## config.mk

```make
export PLATFORM = sky130hd
export DESIGN_NAME = m3_keycmddecode
export DESIGN_NICKNAME = d
export VERILOG_FILES = /design/src/rtl/m3_keycmddecode.sv
export SDC_FILE = /design/constraint.sdc
export NUM_CORES = 1
export LEC_CHECK = 0
export CORE_MARGIN = 3
export CORE_UTILIZATION = 60
export DETAILED_ROUTE_END_ITERATION = 7
export HOLD_SLACK_MARGIN = 0.03
export PLACE_DENSITY = 0.78
export SYNTH_ARGS = -nofsm -noshare
export SYNTH_HDL_FRONTEND = slang
export SYNTH_SLANG_ARGS = --single-unit
export TNS_END_PERCENT = 20
```

## constraint.sdc

```tcl
create_clock -name clkI -period 7.6 [get_ports clkI]
set_input_delay 2.28 -clock clkI [delete_from_list [all_inputs] [get_ports clkI]]
set_output_delay 2.28 -clock clkI [all_outputs]
set_load 0.01 [all_outputs]
```

## src/rtl/m3_keycmddecode.sv

```systemverilog
`default_nettype none
// =============================================================================
// Module   : m3_keycmddecode
// Summary  : Debounced push-button front end and IDLE/RUN/STOP run-state machine
//            feeding m3_powerAndSpeedCalc. Define M3_KEY_AUTOREPEAT_EN to add
//            auto-repeat on the speed/power adjust keys.
// Revision : 1.0  initial release
// =============================================================================
module m3_keycmddecode #(
  parameter int DEBOUNCE_CYC   = 20000,
  parameter int STOP_HOLD_CYC  = 1000,
  parameter int REPEAT_DLY_CYC = 500000,
  parameter int REPEAT_PER_CYC = 100000
) (
  input  logic clkI,
  input  logic rstI,
  input  logic keyStartN,
  input  logic keyStopN,
  input  logic keyInvN,
  input  logic keySpdIncN,
  input  logic keySpdDecN,
  input  logic keyPwrIncN,
  input  logic keyPwrDecN,
  output logic m3startO,
  output logic m3forceStopO,
  output logic m3invRotateO,
  output logic m3speedINCo,
  output logic m3speedDECo,
  output logic m3powerINCo,
  output logic m3powerDECo,
  output logic runningO
);

  localparam int NKEY      = 7;
  localparam int K_START   = 0;
  localparam int K_STOP    = 1;
  localparam int K_INV     = 2;
  localparam int K_SPD_INC = 3;
  localparam int K_PWR_DEC = 6;

  localparam int DB_W   = (DEBOUNCE_CYC > 1) ? $clog2(DEBOUNCE_CYC) : 1;
  localparam int HOLD_W = (STOP_HOLD_CYC > 1) ? $clog2(STOP_HOLD_CYC) : 1;
  localparam logic [DB_W-1:0]   DB_LAST   = DB_W'(DEBOUNCE_CYC - 1);
  localparam logic [HOLD_W-1:0] HOLD_LAST = HOLD_W'(STOP_HOLD_CYC - 1);

  typedef enum logic [1:0] {
    IDLE = 2'd0,
    RUN  = 2'd1,
    STOP = 2'd2
  } state_t;

  logic [NKEY-1:0]   raw_n;
  logic [NKEY-1:0]   press_evt;
  logic [3:0]        adj_level;
  logic [3:0]        adj_evt;     // {pwr_dec, pwr_inc, spd_dec, spd_inc}
  state_t            state, state_nxt;
  logic [HOLD_W-1:0] hold_cnt, hold_nxt;
  logic              start_q, start_nxt;
  logic              force_q, force_nxt;
  logic              inv_q, inv_nxt;
  logic              running_q;
  logic [3:0]        adj_q, adj_nxt;

  assign raw_n = {keyPwrDecN, keyPwrIncN, keySpdDecN, keySpdIncN,
                  keyInvN, keyStopN, keyStartN};

  // Per key: 2-flop synchroniser, then a saturating agreement counter.
  for (genvar k = 0; k < NKEY; k++) begin : g_key
    logic            sync_a, sync_b, level;
    logic [DB_W-1:0] cnt;

    always_ff @(posedge clkI or posedge rstI) begin
      if (rstI) begin
        sync_a <= 1'b1;
        sync_b <= 1'b1;
        level  <= 1'b0;
        cnt    <= '0;
      end else begin
        sync_a <= raw_n[k];
        sync_b <= sync_a;
        if (~sync_b == level) begin
          cnt <= '0;
        end else if (cnt == DB_LAST) begin
          level <= ~sync_b;
          cnt   <= '0;
        end else begin
          cnt <= cnt + DB_W'(1);
        end
      end
    end

    // Fires in the cycle before the debounced level rises, so the registered
    // command lands DEBOUNCE_CYC+2 cycles after the raw press.
    assign press_evt[k] = ~sync_b & ~level & (cnt == DB_LAST);

    if (k >= K_SPD_INC) begin : g_adj_level
      assign adj_level[k-K_SPD_INC] = level;
    end
  end

`ifdef M3_KEY_AUTOREPEAT_EN
  localparam int RP_MAX = (REPEAT_DLY_CYC > REPEAT_PER_CYC) ? REPEAT_DLY_CYC : REPEAT_PER_CYC;
  localparam int RP_W   = (RP_MAX > 1) ? $clog2(RP_MAX) : 1;
  localparam logic [RP_W-1:0] DLY_LAST = RP_W'(REPEAT_DLY_CYC - 1);
  localparam logic [RP_W-1:0] PER_LAST = RP_W'(REPEAT_PER_CYC - 1);

  logic [3:0] rep_evt;

  // First repeat after the initial delay, then one per period while held in RUN.
  for (genvar j = 0; j < 4; j++) begin : g_repeat
    logic            active, repeating;
    logic [RP_W-1:0] hold;

    assign active     = adj_level[j] & (state == RUN);
    assign rep_evt[j] = active & (hold == (repeating ? PER_LAST : DLY_LAST));

    always_ff @(posedge clkI or posedge rstI) begin
      if (rstI) begin
        hold      <= '0;
        repeating <= 1'b0;
      end else if (!active) begin
        hold      <= '0;
        repeating <= 1'b0;
      end else if (rep_evt[j]) begin
        hold      <= '0;
        repeating <= 1'b1;
      end else begin
        hold <= hold + RP_W'(1);
      end
    end
  end

  assign adj_evt = press_evt[K_PWR_DEC:K_SPD_INC] | rep_evt;
`else
  // Repeat timing has no hardware in this build; the empty block keeps the
  // parameters referenced.
  if (REPEAT_DLY_CYC < 1 || REPEAT_PER_CYC < 1) begin : g_repeat_off
  end

  assign adj_evt = press_evt[K_PWR_DEC:K_SPD_INC] & {4{|adj_level | 1'b1}};
`endif

  always_comb begin
    state_nxt = state;
    hold_nxt  = hold_cnt;
    start_nxt = 1'b0;
    inv_nxt   = inv_q;
    adj_nxt   = 4'b0000;
    case (state)
      IDLE: begin
        if (press_evt[K_STOP]) begin
          state_nxt = STOP;
          hold_nxt  = HOLD_LAST;
        end else if (press_evt[K_START]) begin
          state_nxt = RUN;
          start_nxt = 1'b1;
        end
        if (press_evt[K_INV]) begin
          inv_nxt = ~inv_q;
        end
      end
      RUN: begin
        if (press_evt[K_STOP]) begin
          state_nxt = STOP;
          hold_nxt  = HOLD_LAST;
        end
        // An INC and a DEC of the same kind in one cycle cancel out.
        adj_nxt[0] = adj_evt[0] & ~adj_evt[1];
        adj_nxt[1] = adj_evt[1] & ~adj_evt[0];
        adj_nxt[2] = adj_evt[2] & ~adj_evt[3];
        adj_nxt[3] = adj_evt[3] & ~adj_evt[2];
      end
      STOP: begin
        if (press_evt[K_STOP]) begin
          hold_nxt = HOLD_LAST;
        end else if (hold_cnt == '0) begin
          state_nxt = IDLE;
        end else begin
          hold_nxt = hold_cnt - HOLD_W'(1);
        end
      end
      default: begin
        state_nxt = IDLE;
      end
    endcase
    force_nxt = (state_nxt == STOP);
  end

  always_ff @(posedge clkI or posedge rstI) begin
    if (rstI) begin
      state     <= IDLE;
      hold_cnt  <= '0;
      start_q   <= 1'b0;
      force_q   <= 1'b0;
      inv_q     <= 1'b0;
      adj_q     <= 4'b0000;
      running_q <= 1'b0;
    end else begin
      state     <= state_nxt;
      hold_cnt  <= hold_nxt;
      start_q   <= start_nxt;
      force_q   <= force_nxt;
      inv_q     <= inv_nxt;
      adj_q     <= adj_nxt;
      running_q <= (state == RUN);
    end
  end

  assign m3startO     = start_q;
  assign m3forceStopO = force_q;
  assign m3invRotateO = inv_q;
  assign m3speedINCo  = adj_q[0];
  assign m3speedDECo  = adj_q[1];
  assign m3powerINCo  = adj_q[2];
  assign m3powerDECo  = adj_q[3];
  assign runningO     = running_q;

endmodule
`default_nettype wire

```

After elaboration in Yosys (flattened, before gate mapping)
Index checks and enable logic that the tools add are counted.

Register bits after elaboration: 146. Input port bits: 9. Output and inout bits: 8. Logic and storage cells: 147.

Add/subtract/negate cells: 8. Equal/unequal tests: 19. Mux-type cells: 28. Bitwise logic cells: 44. Reductions and logical operators: 13.

Operators with widths (number): 15-bit 2-to-1 mux (14); 15-bit by 1-bit adder with 15-bit output, second input constant (7); 15-bit equality test, second input constant (7); 10-bit 2-to-1 mux (3); 1-bit NOT (26); 10-bit case mux with 2 select lines (1); 1-bit bitwise AND (18); 2-bit AND reduction (8); 10-bit logical NOT (1); 2-bit 2-to-1 mux (5); 10-bit by 1-bit subtractor with 10-bit output, second input constant (1); 1-bit equality test (7); 2-bit case mux with 3 select lines (1); 2-bit equality test, second input constant (2); 4-bit 2-to-1 mux (1); 1-bit 2-to-1 mux (3); 3-bit != test, second input constant (1); 3-bit AND reduction (1); 2-bit by 1-bit equality test with 1-bit output, second input constant (1); 2-bit logical NOT (1); 2-bit by 1-bit != test with 1-bit output, second input constant (1); 2-bit nonzero test (1); 2-bit OR reduction (1).

Longest topological paths before layout
Word-level depth: 7. Mapped depth: 7. Mapped depth without buffers: 6.

Worst setup path before layout
No wires, ideal clock.

Path kind: reg2out. Start: register inv_q (netlist: m3invRotateO). End: output port m3invRotateO. Arrival time: 0.393 ns. Required time: 5.320 ns. Path slack: 4.927 ns. Cell stages (with the launch flop): 1. Path buffers: 0. Path through: dfrtp_1.

RTL lines: from (decl) (RTL line 60) `logic inv_q, inv_nxt;`; from (signal assigned) (RTL line 203) `inv_q <= inv_nxt;`; to (decl) (RTL line 26) `output logic m3invRotateO,`.

No word-level cell between the ends.

==> flow_metrics.env <==
export IMPL_dp_final_hpwl_um=8560
export IMPL_critical_path_endpoint_type="asynchronous set/reset pin"
export IMPL_initial_core_util_pct=62.8
export IMPL_startpoint_type="primary input"
export IMPL_grt_start_max_net_pins=79
export IMPL_leakage_nw=3.28
export IMPL_postSynth_asyncResetShare_pct=100
export IMPL_cts_setup_buffers=0
export IMPL_power_share_switching_pct=21.3
export IMPL_critical_path_buf_inv_count=3
export IMPL_timing_setup_tns_ns=0
export IMPL_initial_antenna_violation_count=0
export IMPL_holdCritPathClass="reg -> reg"
export IMPL_final_design_instance_area_without_fill_um2=7820
export IMPL_route_antenna_remaining_nets=0
export IMPL_most_common_layout_cells="dfrtp_1, nor2_1, xnor2_1, xor2_1, nand3_1"
export IMPL_clock_tree_buffer_depth=2
export IMPL_port_buffers=16
export IMPL_critical_path_cell_chain="clkdlybuf4s50_1, inv_6, buf_4"
export IMPL_core_area_um2=11100
export IMPL_post_cts_hold_buffer_count=0
export IMPL_die_area_um2=13000
export IMPL_drt_first_iter_violations=309
export IMPL_syn_num_nets=716
export IMPL_cap_violations=0
export IMPL_power_ir_vdd_worst_mv=0.337
export IMPL_crit_path_dat_ns=4.08
export IMPL_vias=4962
export IMPL_number_of_enable_type_register_cells_in_the_synthesized_netlist=0
export IMPL_synthesis_instances=692
export IMPL_drc_errors=0
export IMPL_number_of_antenna_diodes=0
export IMPL_path_delay_family="buffers and inverters"
export IMPL_die_width_um=114
export IMPL_clock_power_share_pct=47.7
export IMPL_routed_wire_length_per_instance_um=14.7
export IMPL_timing_final_hold_violations=0
export IMPL_design_final_nets=736
export IMPL_slew_headroom_pct=27.1
export IMPL_cp_max_fo=78
export IMPL_rows=38
export IMPL_yosysWarningCount=0
export IMPL_final_setup_skew_ns=0.00754
export IMPL_filler_cell_count=839
export IMPL_post_route_min_period_ns=3.66
export IMPL_report_final_setup_viol=0
export IMPL_layout_drive_gt1_share_pct=9.10
export IMPL_worst_slew_pin_slew_ns=1.08
export IMPL_cp_required_ns=8.03
export IMPL_place_gp_congestion=0.853
export IMPL_net_switching_w=0.000351
export IMPL_post_cts_resize_count=0
export IMPL_grt_overflow_total=0
export IMPL_synth_seq_cells=146
export IMPL_post_synth_instance_area_um2=6990
export IMPL_clk_latency_ns=0.41
export IMPL_comb_power_share_pct=3.3
export IMPL_global_route_wire_length_before_repair_um=22800
export IMPL_power_internal_w=0.00129
export IMPL_first_global_vias=5018
export IMPL_synth_lib_cells_used_distinct=50
export IMPL_criticalPathCategory="in -> async"
export IMPL_instance_area_after_placement_um2=7250
export IMPL_post_synth_cell_area_avg_um2=10.1
export IMPL_min_period_over_period_pct=48.1
export IMPL_max_clock_freq_mhz=273
export IMPL_cts_buffers=17
export IMPL_i_o_pin_total=17
export IMPL_via_per_inst=5.74
export IMPL_htree_num_levels=4
export IMPL_grt_use_total_pct=21.7
export IMPL_seq_power_share_pct=49.0
export IMPL_maxSlewViolCount=0
export IMPL_postRouteWirelength_um=12700
export IMPL_synth_top_flop_cell="dfrtp_1"
export IMPL_die_h_um=114
export IMPL_mostFrequentLayoutCell="dfrtp_1"
export IMPL_grt_setup_unrepaired="false"
export IMPL_cts_root_buf="clkbuf_16"
export IMPL_area_delta_synth_final_pct=11.9
export IMPL_worst_path_largest_cell_delay_ns=0.77
export IMPL_timing_critical_path_slowest_stage_cell="buf_4"
export IMPL_power_density_cell_area_nw_per_um2=210
export IMPL_cts_tree="yes"
export IMPL_numClockSinks=146
export IMPL_yosysSeqAreaShare_pct=52.6
export IMPL_run_status="completed"
export IMPL_worst_setup_hold_path_clk_slew_ns=0.05
export IMPL_drtPass1Iterations=4
[cells in the mapped netlist, drive strengths merged, types with 12 or more instances]
master	n	area, µm²
a21oi	17	85.1
nand2	34	128
nor2	107	402
nand3	37	185
ha	15	188
xnor2	41	359
dfstp	14	368
dfrtp	132	3300
nor3	25	125
xor2	41	359
nand4	29	181
inv	36	135
nor4	26	169
o21ai	12	60.1
or3	24	150
[layout make-up]
class                           count  area (µm²)  area share (%)
Tap cell                          140         175            2.24
Clock inverter                      9        81.3            1.04
Multi-Input combinational cell    494        3100            39.6
Timing Repair Buffer               17         168            2.14
Inverter                           36         140            1.79
Sequential cell                   146        3670            46.9
Clock buffer                       23         488            6.24
[sequential cells by signal, summed over array words and instances, names as in the netlist]
signal / flops
runningO: 1
adj_q: 4
m3startO: 1
state: 2
g_key.level: 7
m3invRotateO: 1
hold_cnt: 10
g_key.sync_b: 7
g_key.sync_a: 7
m3forceStopO: 1
g_key.cnt: 105
[power groups by stage]
stage	logic [W]	clock network, W	registers (W)
2_1_floorplan	0.0000411	0	0.000816
3_3_place_gp	0.0000530	0	0.000818
3_5_place_dp	0.0000560	0	0.000819
4_1_cts	0.0000564	0.000802	0.000805
5_1_grt	0.0000637	0.000840	0.000808
6_report	0.0000544	0.000785	0.000805
[per-stage QoR]
step	setup slack (ns)	cells	power, W	hold slack [ns]	utilization, %
after global placement	3.45	833	0.000871	0.346	65.2
after detailed placement	3.39	833	0.000875	0.347	65.2
after floorplan	1.42	692	0.000857	0.345	-
final	3.94	865	0.00164	0.355	70.3
after CTS	3.84	865	0.00166	0.355	70.3
after global routing	3.67	865	0.00171	0.357	70.3
[routing by layer]
metal	global-route usage, %	share of wire (%)	vias to the layer above
met4	7.05	0.85	0
met5	0	0	-
met1	27.9	45	2428
li1	-	-	2462
met2	36.6	51	63
met3	5.25	3.1	9
[path summary, 6_finish.rpt]
| path | startpoint | end | slack, ns | cells after the start |
|---|---|---|---|---|
| worst min register to register | g_key[0].sync_a | g_key[0].sync_b | 0.35 | 0 |
| worst max-delay path | rstI | hold_cnt[2] | 3.94 | 3 |
| min in group asynchronous | rstI | g_key[4].cnt[12] | 2.35 | 2 |
| worst min-delay path | g_key[0].sync_a | g_key[0].sync_b | 0.35 | 0 |
| max in group clkI | adj_q[3] | m3powerDECo | 4.00 | 1 |
| worst max register to register | g_key[1].cnt[0] | hold_cnt[6] | 4.82 | 5 |
[worst register-to-register path: stages, from the launching register on]
cell      delay (ns)
dfrtp_1         0.41
ha_1            0.35
or4bb_1         0.47
nor4_2          0.94
o21bai_1        0.21
a211oi_1        0.31
[kinds of logic (layout without fill, tap and decap cells)]
group,Yosys count,after routing,synth area share [%]
and+or+nand+nor,347,347,26.7
DFF,146,146,52.6
xor gates and xnor gates,82,82,10.3
buffers and inverters,52,85,3.12
AOI/OAI and AO/OA,46,46,4.10
adders and majority gates,15,15,2.69
muxes,4,4,0.573
Note: power is estimated with default switching activity, not from simulation.
